<file path="src/rtl/bcd_seg_display.sv">
// Converts an asynchronous 8-bit value to three BCD digits using a sequential
// shift-add-3 engine, and drives three seven-segment displays from the result.
module bcd_seg_display #(
   parameter bit BLANK_LEADING  = 1'b1,
   parameter bit SEG_ACTIVE_LOW = 1'b1
) (
   input  logic        iCLK_50,
   input  logic        iRST_N,
   input  logic [7:0]  iVALUE,
   output logic [6:0]  oHEX0,
   output logic [6:0]  oHEX1,
   output logic [6:0]  oHEX2,
   output logic [11:0] oBCD,
   output logic        oBUSY,
   output logic        oDONE
);

   typedef enum logic [1:0] {
      IDLE  = 2'd0,
      SHIFT = 2'd1,
      LATCH = 2'd2
   } convState_t;

   localparam logic [6:0] SEG_ZERO   = SEG_ACTIVE_LOW ? 7'h40 : 7'h3F;
   localparam logic [6:0] SEG_BLANK  = SEG_ACTIVE_LOW ? 7'h7F : 7'h00;
   localparam logic [6:0] SEG_LEADRST = BLANK_LEADING ? SEG_BLANK : SEG_ZERO;

   // Active-low DE2 pattern, inverted for active-high panels; 10-15 show blank.
   function automatic logic [6:0] segEncode(input logic [3:0] digit, input logic blank);
      logic [6:0] code;
      if (blank) begin
         code = 7'h7F;
      end else begin
         case (digit)
            4'd0:    code = 7'h40;
            4'd1:    code = 7'h79;
            4'd2:    code = 7'h24;
            4'd3:    code = 7'h30;
            4'd4:    code = 7'h19;
            4'd5:    code = 7'h12;
            4'd6:    code = 7'h02;
            4'd7:    code = 7'h78;
            4'd8:    code = 7'h00;
            4'd9:    code = 7'h10;
            default: code = 7'h7F;
         endcase
      end
      return SEG_ACTIVE_LOW ? code : ~code;
   endfunction

   function automatic logic [3:0] addThree(input logic [3:0] nibble);
      return (nibble >= 4'd5) ? (nibble + 4'd3) : nibble;
   endfunction

   convState_t  state_r;
   logic [7:0]  sync1_r;
   logic [7:0]  sync2_r;
   logic [7:0]  last_r;
   logic [7:0]  sh_r;
   logic [11:0] bcd_r;
   logic [2:0]  count_r;

   logic        startConv_s;
   logic [11:0] nextBcd_s;
   logic        hundBlank_s;
   logic        tensBlank_s;

   // Start condition, next accumulator value and leading-zero blanking.
   always_comb begin
      startConv_s = (sync1_r == sync2_r) && (sync2_r != last_r);
      // Hundreds stays <= 2 for an 8-bit input, so it never needs the +3 step.
      nextBcd_s   = {bcd_r[10:8], addThree(bcd_r[7:4]), addThree(bcd_r[3:0]), sh_r[7]};
      hundBlank_s = BLANK_LEADING && (bcd_r[11:8] == 4'd0);
      tensBlank_s = hundBlank_s && (bcd_r[7:4] == 4'd0);
   end

   // Input double-sampling, conversion FSM and registered display outputs.
   always_ff @(posedge iCLK_50 or negedge iRST_N) begin
      if (!iRST_N) begin
         state_r <= IDLE;
         sync1_r <= 8'd0;
         sync2_r <= 8'd0;
         last_r  <= 8'd0;
         sh_r    <= 8'd0;
         bcd_r   <= 12'd0;
         count_r <= 3'd0;
         oBCD    <= 12'd0;
         oHEX0   <= SEG_ZERO;
         oHEX1   <= SEG_LEADRST;
         oHEX2   <= SEG_LEADRST;
         oBUSY   <= 1'b0;
         oDONE   <= 1'b0;
      end else begin
         sync1_r <= iVALUE;
         sync2_r <= sync1_r;
         oDONE   <= 1'b0;
         case (state_r)
            IDLE: begin
               // Busy shows a one-cycle gap after each result, even back-to-back.
               oBUSY <= startConv_s && !oDONE;
               if (startConv_s) begin
                  sh_r    <= sync2_r;
                  bcd_r   <= 12'd0;
                  last_r  <= sync2_r;
                  count_r <= 3'd0;
                  state_r <= SHIFT;
               end else begin
                  state_r <= IDLE;
               end
            end
            SHIFT: begin
               oBUSY   <= 1'b1;
               bcd_r   <= nextBcd_s;
               sh_r    <= {sh_r[6:0], 1'b0};
               count_r <= count_r + 3'd1;
               if (count_r == 3'd7) begin
                  state_r <= LATCH;
               end else begin
                  state_r <= SHIFT;
               end
            end
            LATCH: begin
               oBUSY   <= 1'b1;
               oBCD    <= bcd_r;
               oHEX0   <= segEncode(bcd_r[3:0], 1'b0);
               oHEX1   <= segEncode(bcd_r[7:4], tensBlank_s);
               oHEX2   <= segEncode(bcd_r[11:8], hundBlank_s);
               oDONE   <= 1'b1;
               state_r <= IDLE;
            end
            default: begin
               oBUSY   <= 1'b0;
               state_r <= IDLE;
            end
         endcase
      end
   end

endmodule

</file>
<file path="config.mk">
export PLATFORM = sky130hd
export DESIGN_NAME = bcd_seg_display
export DESIGN_NICKNAME = d
export VERILOG_FILES = /design/src/rtl/bcd_seg_display.sv
export SDC_FILE = /design/constraint.sdc
export NUM_CORES = 1
export LEC_CHECK = 0
export CELL_PAD_IN_SITES_DETAIL_PLACEMENT = 0
export CELL_PAD_IN_SITES_GLOBAL_PLACEMENT = 1
export CORE_UTILIZATION = 42
export CTS_BUF_LIST = sky130_fd_sc_hd__clkbuf_8
export DETAILED_ROUTE_END_ITERATION = 8
export PLACE_DENSITY = 0.8
export RECOVER_POWER = 50
export SETUP_SLACK_MARGIN = 0.5
export SYNTH_ARGS = -nofsm -noshare
export SYNTH_HDL_FRONTEND = slang
export SYNTH_SLANG_ARGS = --single-unit
</file>
<file path="constraint.sdc">
create_clock -name iCLK_50 -period 2.1 [get_ports iCLK_50]
set_input_delay 0.315 -clock iCLK_50 [delete_from_list [all_inputs] [get_ports iCLK_50]]
set_output_delay 0.315 -clock iCLK_50 [all_outputs]
set_load 0.005 [all_outputs]
</file>
==> results of run 1 <==
==> power by group <==
group / total, W / internal (W) / switching (W)
sequential: 0.00185 / 0.00174 / 0.000105
clock: 0.00135 / 0.000780 / 0.000571
combinational: 0.000613 / 0.000362 / 0.000251
==> layout make-up <==
cell class / instances / share of cell area (%)
clock buffers: 9 / 2.32
clock inverters: 7 / 2.06
inverters: 23 / 1.62
multi-input cells: 215 / 36.0
flip-flops and latches: 84 / 39.8
well taps: 129 / 3.02
repair buffers: 85 / 15.2
==> cell usage in the layout, fill, tap and decap left out, drive strengths merged, types with 3 or more instances in the layout <==
cell type,n
dfrtp,69
buf,39
mux2,37
inv,25
nor2,24
ha,23
clkdlybuf4s50,20
o21ai,19
a21oi,17
dfstp,15
dlygate4sd2,15
nand2,14
xnor2,11
clkbuf,11
a22o,10
dlygate4sd3,9
xor2,9
o211ai,6
nand3,4
mux2i,4
a31oi,4
o2bb2ai,4
nand2b,3
bufinv,3
==> metrics by stage <==
step / hold slack [ns] / utilization, % / area [µm²] / TNS [ns]
floorplan: 0.0194 / - / 4040 / 0
global placement: 0.310 / 51.3 / 4740 / 0
detailed placement: 0.319 / 51.3 / 4740 / -0.0541
CTS: 0.391 / 56.5 / 5220 / 0
global route: 0.417 / 57.8 / 5340 / -0.783
finish: 0.402 / 57.8 / 5340 / -0.133
==> metal layers <==
metal  wire length [µm]  up-vias  part of all wire, %  track usage [%]
met3                213        7                  2.7             3.02
li1                   -     1328                    -                -
met5                  0        -                    0                0
met1               3830     1356                   48             23.5
met2               3900       49                   49             27.9
met4                 87        0                  1.1             5.77
==> worst paths after layout <==
| check | from | to | slack [ns] | cells after the start |
|---|---|---|---|---|
| worst max register to register | sync2_r[5] | sh_r[1] | -0.03 | 7 |
| min in group asynchronous | iRST_N | oBCD[4] | 0.62 | 2 |
| worst max-delay path | sync2_r[5] | sh_r[1] | -0.03 | 7 |
| worst min-delay path | sync1_r[0] | sync2_r[0] | 0.40 | 0 |
| worst min register to register | sync1_r[0] | sync2_r[0] | 0.40 | 0 |
| max in group asynchronous | iRST_N | bcd_r[9] | 0.42 | 3 |
==> registers in the layout, indices dropped and copies added (netlist names), 3 cells and up <==
register  cells
oHEX0         7
oHEX1         7
last_r        8
sync2_r       8
sh_r          8
oBCD         12
oHEX2         7
bcd_r        12
sync1_r       8
count_r       3
==> logic make-up (layout without fill, tap and decap cells) <==
family / after synthesis / count (layout) / synth area share [%]
and+or+nand+nor: 59 / 59 / 6.98
AOI/OAI and AO/OA: 72 / 72 / 12.3
xor gates and xnor gates: 20 / 20 / 4.36
DFF: 84 / 84 / 52.8
adders and majority gates: 23 / 23 / 7.17
muxes: 41 / 41 / 11.9
buffers and inverters: 39 / 124 / 4.36
==> repair_timing <==
action	in CTS	in global routing
gates resized for setup	55	20
pin swaps	11	5
endpoints found under the setup margin	60	39
hold buffers	1	0
setup buffers	10	7
hold endpoints to repair	21	0
cloned	2	0
==> impl_results.md, run 1 <==
* Status: complete, but fails checks
* Failing checks: negative setup slack
* Final WS setup at -0.0282 ns
* Clock Sinks at 84
* Routed vias/inst at 4.96
* Slowest CP cell: dfrtp_2
* Fmax at ~470 MHz
* Power Total at between 0.003 and 0.004 W
* Sequential-to-total area share from yosys stat at a little over half
* Post-DP HPWL at roughly 5100 µm
* # placed instances at approximately 520
* Post-layout min period at between 2 and 2.5 ns
* Vias in the first global route at between 2000 and 3000
* Setup Skew at between 0.01 and 0.015 ns
* Die ar. at around 10000 µm²
* Final period utilization at 101%
* Max Slew Vio Count at 0
* PortBufs at 44
* Finished Layout Cells at between 500 and 600
* First DRT Iteration DRCs at ~100
* CTS Buf Count at 9
* Synth warn at 0
* Worst path bufs/invs at 2
* Type of the most critical hold path: register to register
* Layout area overhead at 33.1%
* Worst slew pin tran at around 0.92 ns
* ANT cells at 0
* Multi-input gate area at between 1500 and 2000 µm²
* Row cnt at 35
* CTS Buffer Depth at 2
* DRC at 0
* Die X at roughly 100 µm
* Synth Instances at ~340
* Die height at ~100 µm
* Cell Chain, Critical Path: xor2_2 -> nor4_4 -> a2111oi_4 -> buf_4 -> o21ai_4 -> buf_12 -> mux2_4
* Final net count at between 400 and 500
* Insertion delay to the later sink of the worst-skew pair at 0.35 ns
* Via count at ~2700
* Fill count at a little under 800
* Initial Utilization at 43.4%
* CP Max Fanout at 7
* Slowest stage delay, CP at ~0.47 ns
* GRT Total Usage at roughly 17%
* Leakage Power at about 2.4 nW
* Worst relative slew slack at approximately 39%
* Remaining global-route overflow at 0
* Commonest cells post-synth: 69 x dfrtp_1, 25 x mux2_2, 24 x nor2_1, 23 x ha_1, 23 x inv_1
* Drt total wl at between 8000 and 9000 µm
* Number of top-level pins at 45
* Most area-hungry cell type in the Yosys netlist: dfrtp_1
* Final setup violation count at 8
* Crit Path Category: register to register
* RSZ-0062 raised after global routing: yes
* Global-route wire length before repair at ~13000 µm
* Post-synth top area share at about 43%
* Synth area leaders: dfrtp_1 43%, dfstp_2 9.8%, ha_1 7.2%, mux2_2 7.0%, xnor2_1 2.4%
* CP Data Required Time at around 2.3 ns
* Synth Cell Area at 4010 µm²
* Register area at 2130 µm²
* Synth Register Bits at 84
* CTS tree: done
* Synthesized area per cell at ~12 µm²
* CTS root buf: clkbuf_8
* Count of different cell masters after synthesis at 42
* Async SR Flop Fraction at between 90% and 100%
* Fraction of layout cells with a size suffix above 1 at 32.4%
* Pin count of the biggest net entering global routing at 39
* Drt first pass iters at 4
* Worst IR Drop VDD at roughly 0.5 mV
* H-tree levels at 3
* EDFF count, synth at 0
* Pwr Density at approximately 710 nW/µm²
* Number of max-cap violations at 0
* Wire per inst at 14.5 µm
* Syn Nets at roughly 370
* Most common flop cell mapped by yosys: dfrtp_1
* Worst slack, placed at -0.0349 ns
* Detail Route Antenna Nets at 0
* Final hold violations at 0
* Initial antenna violation count at 0
* Largest delay share family, worst path: compound AO/OA/AOI/OAI gates
* Crit path capture type: register
* Critical path launch point type: register
* Clock-pin transition on the worst setup and hold timing paths at around 0.080 ns
* Most frequent cell after synthesis: dfrtp_1
* GP Congestion at just under 0.8
* CORE AREA at roughly 9000 µm²
* CP Data Arrival Time at 2.36 ns
Note: power is estimated with default switching activity, not from simulation.
==> inputs of run 2 (changes only) <==
Settings changed: TNS_END_PERCENT set to 30.
==> impl_results.md, run 2 (synthesis gave the netlist of run 1 again) <==
* ANT cells at 0 (unchanged)
* Vias in the first global route at 2779 (+2.4%)
* DRC at 0 (unchanged)
* Die height at 99.8 µm (unchanged)
* Number of top-level pins at 45 (unchanged)
* Die ar. at 9950 µm² (unchanged)
* Initial antenna violation count at 0 (unchanged)
* Final net count at 447 (-0.89%)
* Fill count at 787 (+1.3%)
* Post-DP Area at 4730 µm² (-0.11%)
* Critical path launch point type: register
* CORE AREA at 9240 µm² (unchanged)
* Design area at 5210 µm² (-2.5%)
* Pin count of the biggest net entering global routing at 38 (-2.6%)
* CP Data Arrival Time at 2.37 ns (about the same)
* Switch share at 25.2% (+0.85 points)
* GP Congestion at 0.763 (-4.0%)
* H-tree levels at 3 (unchanged)
* CP Max Fanout at 4 (-3)
* Type of the most critical hold path: register to register
* Layout area overhead at 29.7%
* Global-route wire length before repair at 13600 µm (+1.7%)
* Post-layout min period at 2.13 ns (+0.00211 ns)
* Detail Route Antenna Nets at 0 (unchanged)
* CTS root buf: clkbuf_8
* Initial Utilization at 43.4% (unchanged)
* Clock Sinks at 84 (unchanged)
* Finished Core Util at 56.4% (-1.4 points)
* Pwr Density at 682 nW/µm² (-4.5%)
* CTS tree: done
* Routed vias/inst at 4.91 (-1.0%)
* Number of max-cap violations at 0 (unchanged)
* P_sw at 0.000894 W (-3.6%)
* Drt first pass iters at 4 (unchanged)
* Die X at 99.8 µm (unchanged)
* Final setup violation count at 7 (-1)
* Crit path capture type: register
* Worst slew pin tran at 1.36 ns (+0.439 ns)
* RSZ-0062 raised after global routing: yes
* Worst R2R Setup Slack at -0.03 ns (about the same)
* Via count at 2693 (-1.7%)
* CP Data Required Time at 2.34 ns (about the same)
* Clock-pin transition on the worst setup and hold timing paths at 0.08 ns (about the same)
* Final WS setup at -0.0303 ns (-0.00211 ns)
* First DRT Iteration DRCs at 61 (-40%)
* CTS Buffer Depth at 2 (unchanged)
* Crit Path Category: register to register
* Insertion delay to the later sink of the worst-skew pair at 0.36 ns (about the same)
* Leakage Power at 2.65 nW (+8.5%)
* Top Registers: bcd_r x12, oBCD x12
* GRT Total Usage at 17.7% (+0.40 points)
* Final hold violations at 0 (unchanged)
* Finished Layout Cells at 548 (-0.72%)
* Max Slew Vio Count at 0 (unchanged)
* PortBufs at 44 (unchanged)
* Clock power share at 32.0% (-3.4 points)
* Failing checks: negative setup slack
* Remaining global-route overflow at 0 (unchanged)
* Comb pwr share at 16.2% (about the same)
* Fraction of layout cells with a size suffix above 1 at 28.9% (-3.5 points)
* Wire per inst at 14.9 µm (+2.1%)
* Worst relative slew slack at 9.48% (-29 points)
* Power Total at 0.00355 W (-6.8%)
* Most frequent cells in the layout: 67 x dfrtp_1, 25 x buf_4, 23 x inv_1, 23 x nor2_1, 22 x ha_1
* WHS at 0.398 ns (-0.00367 ns)
* Int Pwr at 0.00266 W (-7.9%)
* CTS Buf Count at 9 (unchanged)
* # placed instances at 518 (+0.39%)
* Commonest non-fill, non-tap cell in the layout: dfrtp_1
* Status: complete, but fails checks
* Drt total wl at 8140 µm (+1.4%)
* Sequential fraction of design power at 51.8% (+3.3 points)
* Setup Skew at 0.0155 ns (+0.00129 ns)
* Post-DP HPWL at 5490 µm (+6.9%)
* Worst IR Drop VDD at 0.490 mV (-0.10%)
* Row cnt at 35 (unchanged)
* Fmax at 469 MHz (about the same)
* Final period utilization at 101% (about the same)
==> run 2: path summary, 6_finish.rpt <==
check | startpoint | endpoint | depth (start not counted)
max in group asynchronous | iRST_N | oHEX1[0] | 3
worst max register to register | sync2_r[4] | sh_r[6] | 7
worst min-delay path | sync1_r[2] | sync2_r[2] | 0
worst max-delay path | sync2_r[4] | sh_r[6] | 7
worst min register to register | sync1_r[2] | sync2_r[2] | 0
min in group asynchronous | iRST_N | oHEX0[5] | 2
==> run 2: area by class of cell <==
class / instances / area (µm²) / area share [%]
flip-flops and latches: 84 / 2120 / 40.8
clock buffers: 10 / 138 / 2.64
repair buffers: 81 / 802 / 15.4
well taps: 129 / 161 / 3.10
inverters: 23 / 86.3 / 1.66
clock inverters: 6 / 56.3 / 1.08
multi-input cells: 215 / 1840 / 35.3
==> run 2: metal layers <==
metal / GRT usage (%) / share of wire [%]
met5: 0 / 0
met4: 5.32 / 1.4
met3: 4.57 / 3.2
met2: 29.0 / 49
met1: 22.9 / 46
==> run 2: what timing repair did <==
item,in CTS,in global routing
hold endpoints to repair,12,0
gates resized for setup,22,36
pin swaps,9,11
cloned,2,0
hold buffers,1,0
setup endpoints to repair,49,64
buffers inserted,9,2
==> run 2: stage by stage <==
| step | setup WS (ns) | TNS (ns) |
|---|---|---|
| after floorplan | 0.0681 | 0 |
| after global routing | -0.110 | -1.77 |
| after global placement | -0.00814 | -0.00814 |
| after detailed placement | -0.0636 | -0.832 |
| after CTS | 0.00478 | 0 |
| final | -0.0303 | -0.119 |
==> run 2: critical path, cell delays in order (launching register included) <==
cell and delay [ns]:
dfrtp_1 0.42, xor2_1 0.19, nor4_2 0.07, buf_4 0.14, a2111oi_4 0.41, buf_4 0.23, mux2_4 0.30, mux2_4 0.25
==> run 2: power groups by stage <==
| stage | Sequential [W] | Combinational [W] | Clock, W |
|---|---|---|---|
| 2_1_floorplan | 0.00183 | 0.000333 | 0 |
| 3_3_place_gp | 0.00186 | 0.000471 | 0 |
| 3_5_place_dp | 0.00186 | 0.000491 | 0 |
| 4_1_cts | 0.00183 | 0.000569 | 0.00117 |
| 5_1_grt | 0.00185 | 0.000629 | 0.00126 |
| 6_report | 0.00184 | 0.000575 | 0.00114 |
